## src/rtl/life_round_controller.sv

```systemverilog
// ---------------------------------------------------------------------------
// life_round_controller
//
// Game-flow sequencer that sits directly downstream of the game-logic top.
// It filters the collision flag, counts remaining lives and steps through
// IDLE -> PLAYING -> DYING -> RESPAWN/GAME_OVER. It drives the round reset
// for the sprites and a freeze flag for the display stage.
//
// Ports
//   clk            system clock, all logic on posedge
//   rst            synchronous, active-high reset
//   pacman_is_dead collision flag from game logic (may glitch)
//   start_btn      start/restart button, level, already synchronised
//   tick_en        one-clk game-tick strobe (frame rate)
//   round_rst      synchronous reset to the game-logic sprites
//   freeze         high whenever state != PLAYING
//   game_active    high in PLAYING
//   game_over      high in GAME_OVER
//   death_pulse    one-cycle strobe on each registered death
//   lives          remaining lives
//   state          IDLE=0, PLAYING=1, DYING=2, RESPAWN=3, GAME_OVER=4
//
// Every output is a flop. The decoded flags are registered from the
// next-state value so they change on the same edge as `state`.
// ---------------------------------------------------------------------------
module life_round_controller #(
  parameter int START_LIVES    = 3,
  parameter int LIVES_W        = 2,
  parameter int HIT_FILTER     = 2,
  parameter int DEATH_TICKS    = 60,
  parameter int RESPAWN_CYCLES = 4
) (
  input  logic               clk,
  input  logic               rst,
  input  logic               pacman_is_dead,
  input  logic               start_btn,
  input  logic               tick_en,
  output logic               round_rst,
  output logic               freeze,
  output logic               game_active,
  output logic               game_over,
  output logic               death_pulse,
  output logic [LIVES_W-1:0] lives,
  output logic [2:0]         state
);

  localparam int HIT_W  = $clog2(HIT_FILTER) + 1;
  localparam int TICK_W = $clog2(DEATH_TICKS) + 1;
  localparam int CYC_W  = $clog2(RESPAWN_CYCLES) + 1;

  localparam logic [HIT_W-1:0]   HIT_LAST    = HIT_W'(HIT_FILTER - 1);
  localparam logic [TICK_W-1:0]  TICK_LAST   = TICK_W'(DEATH_TICKS - 1);
  localparam logic [CYC_W-1:0]   CYC_LAST    = CYC_W'(RESPAWN_CYCLES - 1);
  localparam logic [LIVES_W-1:0] LIVES_RESET = LIVES_W'(START_LIVES);

  typedef enum logic [2:0] {
    S_IDLE      = 3'd0,
    S_PLAYING   = 3'd1,
    S_DYING     = 3'd2,
    S_RESPAWN   = 3'd3,
    S_GAME_OVER = 3'd4
  } state_t;

  state_t              state_q, state_d;
  logic [LIVES_W-1:0]  lives_d;
  logic [HIT_W-1:0]    hit_cnt, hit_d;
  logic [TICK_W-1:0]   tick_cnt, tick_d;
  logic [CYC_W-1:0]    cyc_cnt, cyc_d;
  logic                pulse_d;
  logic                start_prev;
  logic                start_edge;

  assign start_edge = start_btn & ~start_prev;
  assign state      = state_q;

  // NOTE: every signal gets its hold/default value before the case so that no
  // path through the block leaves one unassigned, which would infer a latch.
  always_comb begin
    state_d = state_q;
    lives_d = lives;
    hit_d   = hit_cnt;
    tick_d  = tick_cnt;
    cyc_d   = cyc_cnt;
    pulse_d = 1'b0;

    case (state_q)
      S_IDLE: begin
        hit_d  = '0;
        tick_d = '0;
        cyc_d  = '0;
        if (start_edge) state_d = S_PLAYING;
      end

      // A death registers only after HIT_FILTER consecutive high cycles, so
      // single-cycle collision glitches are discarded.
      S_PLAYING: begin
        if (pacman_is_dead) begin
          if (hit_cnt == HIT_LAST) begin
            state_d = S_DYING;
            lives_d = lives - LIVES_W'(1);
            pulse_d = 1'b1;
            hit_d   = '0;
            tick_d  = '0;
          end else begin
            hit_d = hit_cnt + HIT_W'(1);
          end
        end else begin
          hit_d = '0;
        end
      end

      // tick_cnt was cleared on the entry edge, so a tick coincident with
      // entry was seen in PLAYING and is not counted here.
      S_DYING: begin
        if (tick_en) begin
          if (tick_cnt == TICK_LAST) begin
            state_d = (lives == '0) ? S_GAME_OVER : S_RESPAWN;
            tick_d  = '0;
            cyc_d   = '0;
          end else begin
            tick_d = tick_cnt + TICK_W'(1);
          end
        end
      end

      S_RESPAWN: begin
        hit_d = '0;
        if (cyc_cnt == CYC_LAST) begin
          state_d = S_PLAYING;
          cyc_d   = '0;
        end else begin
          cyc_d = cyc_cnt + CYC_W'(1);
        end
      end

      S_GAME_OVER: begin
        if (start_edge) begin
          state_d = S_IDLE;
          lives_d = LIVES_RESET;
        end
      end

      // Encodings 5..7 recover to a clean IDLE.
      default: begin
        state_d = S_IDLE;
        lives_d = LIVES_RESET;
        hit_d   = '0;
        tick_d  = '0;
        cyc_d   = '0;
      end
    endcase
  end

  // NOTE: sequential state uses non-blocking assignments so every flop samples
  // the pre-edge values regardless of statement order.
  always_ff @(posedge clk) begin
    if (rst) begin
      state_q     <= S_IDLE;
      lives       <= LIVES_RESET;
      hit_cnt     <= '0;
      tick_cnt    <= '0;
      cyc_cnt     <= '0;
      start_prev  <= 1'b1;  // a button held through reset must not start a game
      death_pulse <= 1'b0;
      round_rst   <= 1'b1;
      freeze      <= 1'b1;
      game_active <= 1'b0;
      game_over   <= 1'b0;
    end else begin
      state_q     <= state_d;
      lives       <= lives_d;
      hit_cnt     <= hit_d;
      tick_cnt    <= tick_d;
      cyc_cnt     <= cyc_d;
      start_prev  <= start_btn;
      death_pulse <= pulse_d;
      round_rst   <= (state_d == S_IDLE) || (state_d == S_RESPAWN);
      freeze      <= (state_d != S_PLAYING);
      game_active <= (state_d == S_PLAYING);
      game_over   <= (state_d == S_GAME_OVER);
    end
  end

endmodule

```

## config.mk

```make
export PLATFORM = sky130hd
export DESIGN_NAME = life_round_controller
export DESIGN_NICKNAME = d
export VERILOG_FILES = /design/src/rtl/life_round_controller.sv
export SDC_FILE = /design/constraint.sdc
export NUM_CORES = 1
export LEC_CHECK = 0
export ABC_AREA = 1
export BUFFER_PORTS_ARGS = -buffer_cell sky130_fd_sc_hd__buf_2
export CAP_MARGIN = 10
export CORE_ASPECT_RATIO = 0.6
export CORE_UTILIZATION = 29
export DETAILED_ROUTE_END_ITERATION = 10
export GPL_ROUTABILITY_DRIVEN = 1
export PLACE_DENSITY = 0.46
export SETUP_SLACK_MARGIN = 0.2
export SLEW_MARGIN = 25
export SYNTH_ARGS = -nofsm -noshare
export SYNTH_HDL_FRONTEND = slang
export SYNTH_SLANG_ARGS = --single-unit
```

## constraint.sdc

```tcl
create_clock -name clk -period 1.49 [get_ports clk]
set_input_delay 0.298 -clock clk [delete_from_list [all_inputs] [get_ports clk]]
set_output_delay 0.298 -clock clk [all_outputs]
set_load 0.05 [all_outputs]
```

; ---- Yosys cells after proc, flatten, opt, wreduce, memory -nomap -nowiden
; Cells that the tools add are included.
[word_totals]
ff_bits = 23
inputBits = 5
word_cells = 76
[classes]
reduce_logical = 12
n_bitwise = 7
eq_ne = 16
n_mux = 26
add_sub_neg = 4
[ops]
columns = operator, count
row1 = 3-bit two-way mux, 11
row2 = 7-bit two-way mux, 4
row3 = 7-bit case mux with 3 select lines, 1
row4 = 3-bit case mux with 5 select lines, 1
row5 = 3-bit by 2-bit == test with 1-bit output (second input constant), 4
row6 = 2-bit two-way mux, 5
row7 = 2-bit inequality test (second input constant), 5
row8 = 3-bit case mux with 3 select lines, 1
row9 = 4-bit AND reduction, 2
row10 = 7-bit by 1-bit adder with 7-bit output (second input constant), 1
row11 = 7-bit by 6-bit == test with 1-bit output (second input constant), 1
row12 = 3-bit by 1-bit == test with 1-bit output (second input constant), 2
row13 = 3-bit == test (second input constant), 2
row14 = 3-bit logical NOT, 2
row15 = 1-bit inverter, 6
row16 = 2-bit case mux with 3 select lines, 1
row17 = 2-bit OR reduction, 3
row18 = 3-bit OR reduction, 2
row19 = 2-bit case mux with 2 select lines, 1
row20 = 3-bit by 1-bit adder with 3-bit output (second input constant), 1
row21 = 3-bit by 1-bit inequality test with 1-bit output (second input constant), 1
row22 = 3-bit AND reduction, 1
row23 = 2-bit by 1-bit adder with 2-bit output (second input constant), 1
row24 = 2-bit by 1-bit == test with 1-bit output (second input constant), 1
row25 = other kinds (5), 5

; ---- Longest topological paths before layout
; Gate-level depths: netlist of the first run.
[logic_depth]
word_depth = 7
ltp_mapped = 11
ltp_nobuf = 11

; ---- Least setup slack after synthesis of the first run
; OpenSTA, ideal clock, no wires.
[synth_path]
path_type = reg-to-reg
from = reg state_q[0] (netlist: state[0])
to = reg tick_cnt[3]
path_stages_with_launch = 11
period_less_slack_ps = 1638
arrival_time_ps = 1576
required_time_ps = 1428
setup_slack_ps = -148
setup_ps = 62
path_cell_list = dfxtp_1 -> inv_1 -> nor2_4 -> inv_2 -> a21oi_2 -> nor2_4 -> nand2_2 -> nand2_4 -> inv_2 -> nand2_1 -> nor2_2
[synth_via]
elab_chain_len = 4
word_cells_on_any_way = 11
classes_between = 7 x eq/ne / 1 x mux / 1 x bitwise / 2 x reduce/logical
[synth_lines]
columns = element, line
row1 = from (decl), 64  ; state_t state_q, state_d;
row2 = from (signal assigned), 170  ; state_q <= state_d;
row3 = 3-bit == test / 3-bit by 2-bit == test with 1-bit output (equally long branches), 86  ; case (state_q)
row4 = 2-bit OR reduction (no line), n/a
row5 = 1-bit inverter (no line), n/a
row6 = 4-bit AND reduction (no line), n/a
row7 = to (signal assigned), 173  ; tick_cnt <= tick_d;
row8 = to (decl), 67  ; logic [TICK_W-1:0] tick_cnt, tick_d;
; Several ways; a longest one is shown, not always the timed one.
; A chain may end at the register's enable or synchronous reset.

; ---- Final worst setup path of the first run
; Ends and elaborated chain as after synthesis.

==> results_dict.tcl, run 1 <==
set metrics [dict create \
    ys.flop_type "dfxtp_1" \
    path_buf_inv 3 \
    cp_cell_sequence "inv_4 > nor2_4 > inv_2 > a21oi_4 > nor2_4 > nand2_2 > nand2_4 > inv_2 > nand2_2 > nor2_2" \
    slew_headroom_pct 82.2 \
    status "completed" \
    grt_pass1_wl_mm 4.78 \
    synth.mux.area_fraction_pct 0 \
    cts_tree "yes" \
    path_delay_family "simple AND/OR/NAND/NOR gates" \
    synthSimpleGateAreaFrac_pct 38.1 \
    r2r_start "state[0]$_SDFF_PP0_" \
    insertedDiodeCount 0 \
    initialDrtViolationCount 115 \
    clkSlewWorstSetupHoldPaths_ns 0.09 \
    holdWs_ns 0.215 \
    grt-ovfl-total 0 \
    synth.top_cells.by_area "dfxtp_1 (40%), nand2_1 (12%), inv_1 (9.4%)" \
    ys_top_cells_by_count "nand2_1 (36), inv_1 (29), nor2_1 (24)" \
    routed_wl_mm 2.94 \
    maxSlewViolCount 0 \
    start_util_pct 30.8 \
    clk_latency_ns 0.27 \
    yosysSeqAreaShare_pct 40.0 \
    start_kind "flip-flop" \
    avgViaCountPerCell 4.64 \
    yosys.area.top_type "dfxtp_1" \
    yosysWarnings 0 \
    rows 17 \
    finalCriticalPeriod_ns 1.37 \
    worst_clock_skew_ns 0.00751 \
    hold_class "primary input to flip-flop" \
    reg2regPathDepth 10 \
    placed_area_sq_um 1340 \
    wl_per_cell_um 11.8 \
    netlist_instances 171 \
    vdd_drop_max_uv 417 \
    vias 1159 \
    hold_start "start_btn" \
    crit_slowest_cell "dfxtp_4" \
    worstHoldPathCells 3 \
    rsz0062_at_grt "true" \
    async_flop_share_pct 0 \
    syn_nets 179 \
    clockRootBuffer "clkbuf_8" \
    grtUsageTotal_pct 14.7 \
    synth_cell_types 21 \
    drive_above_1_share_pct 38.9 \
    path_class "flip-flop to flip-flop" \
    finalHoldViolCount 0 \
    ant_nets 0 \
    synth_compound_area_share_pct 7.93 \
    fmax_mhz 729 \
    gp_congestion 0.866 \
    post-place-ws_ns 0.0847 \
    setup_tns_ns 0 \
    dp_hpwl_mm 2.06 \
    die_w_um 83.4 \
    port_buffers 14 \
    cts_max_level 1 \
    core_area_sq_um 3740 \
    synth-seq-cells 23 \
    power_density_nw_per_um2 756 \
    setup_viol 0 \
    use_met1_pct 21.1 \
    period_share_pct 92.1 \
    clk_path_buf_depth 2 \
    avgSynthCellArea_sq_um 6.74 \
    worstMarginPinSlew_ns 0.266 \
    yosysTopAreaCellShare_pct 40.0 \
    num_io_pins 15 \
    numClockSinks 23 \
    required_ns 1.71 \
    crit_path_end_kind "flip-flop" \
    path_max_fanout 8 \
    fin_area_sq_um 1570 \
    use_met2_pct 21.6 \
    busiest_layer "met2" \
    worst_slack_ns 0.118 \
    p_leak_uw 0.000740 \
    grt_start_max_net_pins 15 \
    dieArea_sq_um 4240 \
    cts_buffers 3 \
    reg2reg_to "tick_cnt[3]$_SDFFE_PP0P_" \
    synth.most_common_cell "nand2_1" \
    worstPathArrival_ns 1.59 \
    met3_usage_pct 3.88 \
    synth_edf_count 0 \
    synth_area_sq_um 1150 \
    worst_path_largest_cell_delay_ns 0.39 \
    dieHeight_um 50.8 \
    first_global_vias 1012 \
    final_nets 212 \
    dr.pass1.iters 4 \
    r2r_setup_slack_ns 0.12 \
    drc 0 \
    drv_cap 0 \
    synth_xor_area_share_pct 0 \
    synthAdderAreaFrac_pct 3.26 \
    synth_top_family_by_area "simple AND/OR/NAND/NOR gates" \
    syn2layout_area_growth_pct 36.6 \
    hold_end "start_prev$_SDFF_PP1_" \
    grt_antenna_before_repair 0 \
    n_fill_cell 394 \
]
[placed cells by master (no fill, tap or decap), types with 2 or more instances in the layout]
master | Yosys | routed
nand2_1 | 36 | 29
inv_1 | 29 | 26
nor2_1 | 24 | 18
nand3_1 | 15 | 14
dfxtp_1 | 23 | 14
buf_2 | 0 | 14
buf_4 | 0 | 14
nand2_2 | 3 | 9
nor2_2 | 2 | 7
a21oi_1 | 8 | 7
nand4_1 | 6 | 6
dfxtp_4 | 0 | 6
inv_2 | 3 | 4
o21ai_1 | 1 | 4
nor2_4 | 2 | 3
nor3_2 | 1 | 3
clkbuf_8 | 0 | 3
dfxtp_2 | 0 | 3
inv_4 | 0 | 2
nand2_4 | 1 | 2
o21ai_2 | 0 | 2
ha_1 | 3 | 2
[stage by stage]
step | utilization [%] | total power, uW | cells
after CTS | 39.7 | 1190 | 246
after floorplan | - | 727 | 171
after global routing | 42.0 | 1250 | 250
after detailed placement | 35.8 | 761 | 234
final | 42.0 | 1190 | 250
after global placement | 35.8 | 761 | 234
[sequential cells by signal, summed over array words and instances (netlist names)]
signal       cells
game_active      1
hit_cnt          2
state            3
start_prev       1
death_pulse      1
game_over        1
tick_cnt         7
round_rst        1
lives            2
freeze           1
cyc_cnt          3
[power breakdown]
| group | total [uW] | leakage (uW) | switching (uW) | internal [uW] |
|---|---|---|---|---|
| Sequential | 626 | 0.000191 | 7.38 | 618 |
| Clock | 406 | 0.0000217 | 216 | 190 |
| Combinational | 158 | 0.000527 | 104 | 53.7 |
| Total | 1190 | 0.000740 | 328 | 862 |
[final cells by class]
class	count	area, sq um	share of cell area (%)
Clock buffer	3	41.3	2.62
Clock inverter	1	7.51	0.477
Inverter	32	125	7.95
Multi-Input combinational cell	115	668	42.4
Sequential cell	23	487	30.9
Tap cell	47	58.8	3.74
Timing Repair Buffer	29	186	11.8
[per-layer routing]
| layer | part of all wire (%) | up-vias |
|---|---|---|
| met2 | 41 | 29 |
| met3 | 4.8 | 8 |
| li1 | - | 599 |
| met1 | 52 | 523 |
| met5 | 0 | - |
| met4 | 1.8 | 0 |
[worst reg2reg max path: stages, from the launching register on]
cell     delay, ns
dfxtp_4       0.39
inv_4         0.05
nor2_4        0.21
inv_2         0.10
a21oi_4       0.15
nor2_4        0.09
nand2_2       0.08
nand2_4       0.08
inv_2         0.07
nand2_2       0.04
nor2_2        0.06
[cell families after synthesis]
| logic type | count (synthesis) |
|---|---|
| buf+inv | 33 |
| flops | 23 |
| fa+ha+maj | 3 |
| simple gates | 95 |
| compound gates | 17 |
[repair_timing]
action	CTS	global route
gates resized for setup	13	22
endpoints found under the setup margin	11	18
hold buffers	0	0
buffers inserted	8	4
pin swaps	11	15
[how the worst max path moves through the flow]
stage	start	to	slack [ns]	cells after the start
floorplan	state[0]$_SDFF_PP0_	tick_cnt[3]$_SDFFE_PP0P_	0.20	10
global placement	tick_cnt[0]$_SDFFE_PP0P_	freeze$_SDFF_PP1_	0.11	10
detailed placement	tick_cnt[0]$_SDFFE_PP0P_	freeze$_SDFF_PP1_	0.08	10
CTS	tick_cnt[0]$_SDFFE_PP0P_	freeze$_SDFF_PP1_	0.11	10
global route	state[0]$_SDFF_PP0_	tick_cnt[3]$_SDFFE_PP0P_	0.03	10
finish	state[0]$_SDFF_PP0_	tick_cnt[3]$_SDFFE_PP0P_	0.12	10
No activity file was read; power rests on OpenSTA's default activity.
==> run 2: changes to the inputs <==
Settings changed: ABC_AREA 1 to default, CORE_UTILIZATION 29 to 45, PLACE_DENSITY 0.46 to 0.66.
==> run 2 against run 1 <==
Compared with the run above: the run now ends with setup timing left; non-clock buffer count grew 17; maximum frequency is 10% lower; flip-flop and latch count unchanged; first-iteration DRC count increased by 21%; power fell by 1.1%; via count rose by 10%; critical path type unchanged; final cell count down 15%.
==> results_dict.tcl, run 2 <==
set metrics [dict create \
    status "finished, violations left" \
    violations "setup timing" \
    grt_pass1_wl_mm 5.84 \
    crit_path_end_kind "flip-flop" \
    finalHoldViolCount 0 \
    netlist_instances 140 \
    ys_top_cells_by_count "dfxtp_1 (23), a21oi_1 (14), inv_1 (7), nand2_1 (7)" \
    vias 1278 \
    maxSlewViolCount 0 \
    initialDrtViolationCount 139 \
    r2r_setup_slack_ns -0.04 \
    layout_common_cells "buf_4 (25), dfxtp_1 (15), buf_2 (11), a21oi_1 (10)" \
    clk_path_buf_depth 2 \
    syn2layout_area_growth_pct 46.3 \
    finalPower_uw 1180 \
    synth.top_cells.by_area "dfxtp_1 (37%), a21oi_1 (5.6%), ha_1 (3.0%)" \
    syn_nets 148 \
    setup_viol 7 \
    start_kind "flip-flop" \
    cp_cell_sequence "ha_4 > and4_4 > nand4b_1 > a211o_1 > a31o_1" \
    rows 14 \
    power_frac_comb_pct 12.9 \
    regArea_sq_um 485 \
    grtUsageTotal_pct 25.7 \
    worstMarginPinSlew_ns 0.413 \
    crit_slowest_cell "dfxtp_4" \
    clkSlewWorstSetupHoldPaths_ns 0.08 \
    cts_max_level 1 \
    die_w_um 70.2 \
    post-place-ws_ns -0.140 \
    worst_path_largest_cell_delay_ns 0.36 \
    slew_headroom_pct 72.5 \
    grt_antenna_before_repair 0 \
    ys.flop_type "dfxtp_1" \
    worst_slack_ns -0.0389 \
    vdd_drop_max_uv 425 \
    p_int_uw 869 \
    numClockSinks 23 \
    final_common_cell "buf_4" \
    grt-ovfl-total 0 \
    drc 0 \
    p_sw_share_pct 26.1 \
    yosysTopAreaCellShare_pct 36.6 \
    num_io_pins 15 \
    avgSynthCellArea_sq_um 8.98 \
    yosysSeqAreaShare_pct 36.6 \
    start_util_pct 48.8 \
    rsz0062_at_grt "true" \
    multi_input_area_sq_um 870 \
    insertedDiodeCount 0 \
    ant_nets 0 \
    cts_tree "yes" \
    n_fill_cell 193 \
    path_max_fanout 6 \
    p_leak_uw 0.000728 \
    power_switching_uw 307 \
    dp_hpwl_mm 2.47 \
    finalCriticalPeriod_ns 1.53 \
    avgViaCountPerCell 6.00 \
    place_inst 195 \
    p_clk_share_pct 34.3 \
    dr.pass1.iters 4 \
    dieHeight_um 42.9 \
    routed_wl_mm 3.68 \
    synth-seq-cells 23 \
    final_nets 190 \
    top_register "tick_cnt" \
    core_area_sq_um 2570 \
    yosys.area.top_type "dfxtp_1" \
    synth_edf_count 0 \
    gp_congestion 0.897 \
    yosysWarnings 0 \
    grt_start_max_net_pins 16 \
    seqPwrFrac_pct 52.8 \
    hold_buffers 0 \
    required_ns 1.67 \
    clk_latency_ns 0.27 \
    fmax_mhz 654 \
    worstPathArrival_ns 1.71 \
    drv_cap 0 \
    largest_reg_flops 7 \
    dieArea_sq_um 3020 \
    synth.most_common_cell "dfxtp_1" \
    worst_clock_skew_ns 0.00197 \
    clockRootBuffer "clkbuf_8" \
    synth_cell_types 48 \
    first_global_vias 1218 \
    path_class "flip-flop to flip-flop" \
    port_buffers 14 \
    async_flop_share_pct 0 \
    drive_above_1_share_pct 49.7 \
    power_density_nw_per_um2 640 \
    setup_tns_ns -0.190 \
    synth_area_sq_um 1260 \
    period_share_pct 103 \
    hold_class "primary input to flip-flop" \
    final_cell_count_no_fill 213 \
    wl_per_cell_um 17.3 \
    fin_util_pct 71.4 \
    cts_buffers 3 \
]
run 2: changes by cell type after synthesis, sizes merged, moves of 4 or more:
cell	change
a21oi	+6
o31ai	+6
and4	+4
nor2	-21
nand2	-33
nand3	-13
inv	-25
or4	+5
nand4	-5
nor3b	+4
buf	+6
run 2: layout make-up:
cell class              count  share of cell area, %
clock inverters             1                  0.272
multi-input cells         101                   47.3
clock buffers               3                   2.24
well taps                  32                   2.18
inverters                   7                   1.43
repair buffers             46                   20.2
flip-flops and latches     23                   26.4
run 2: path summary, 6_finish.rpt:
kind                                           endpoint                      from  cells after the start
worst min-delay path              start_prev$_SDFF_PP1_                 start_btn                      3
worst min register to register  cyc_cnt[2]$_SDFFE_PP0P_   cyc_cnt[2]$_SDFFE_PP0P_                      2
worst max-delay path               round_rst$_SDFF_PP1_  tick_cnt[1]$_SDFFE_PP0P_                      5
worst max register to register     round_rst$_SDFF_PP1_  tick_cnt[1]$_SDFFE_PP0P_                      5
run 2: per-stage QoR:
step / cell area [sq um] / hold WS (ns)
after floorplan: 1330 / 0.395
after global placement: 1520 / 0.436
after detailed placement: 1520 / 0.454
after CTS: 1690 / 0.247
after global routing: 1840 / 0.254
final: 1840 / 0.244
run 2: cells by family (layout without fill, tap and decap cells):
family                   count (synthesis)  after routing  share of synthesized area (%)
adder cells (fa/ha/maj)                  3              3                           2.99
AO/OA/AOI/OAI                           45             45                           24.8
XOR/XNOR                                 1              1                          0.697
AND/OR/NAND/NOR                         52             52                           27.9
buffers and inverters                   16             57                           7.07
flip-flops                              23             23                           36.6
run 2: timing repair:
item                       4_1_cts  5_1_grt
gates resized for setup         23       22
setup endpoints to repair       22       23
setup buffers                    7        7
pin swaps                       11       19
run 2: critical path: cells and delay by family, from the launching register on:
family	cells	cell delay, ns
adders and majority gates	1	0.13
AOI/OAI and AO/OA	2	0.50
DFF	1	0.36
and+or+nand+nor	2	0.43
run 2: power by group through the flow:
stage / sequential, uW / combinational [uW] / clock, uW
after floorplan: 657 / 55.0 / 0
after detailed placement: 637 / 116 / 0
after global placement: 637 / 112 / 0
after global routing: 623 / 161 / 432
after CTS: 621 / 133 / 415
final: 621 / 152 / 403
run 2: routing by layer:
| metal | share of wire, % | track usage [%] | vias up | wire, um |
|---|---|---|---|---|
| li1 | - | - | 606 | - |
| met2 | 46 | 41.5 | 58 | 1700 |
| met3 | 8.3 | 7.60 | 12 | 305 |
| met4 | 2.2 | 10.8 | 0 | 80 |
| met5 | 0 | 0 | - | 0 |
| met1 | 43 | 32.2 | 602 | 1600 |
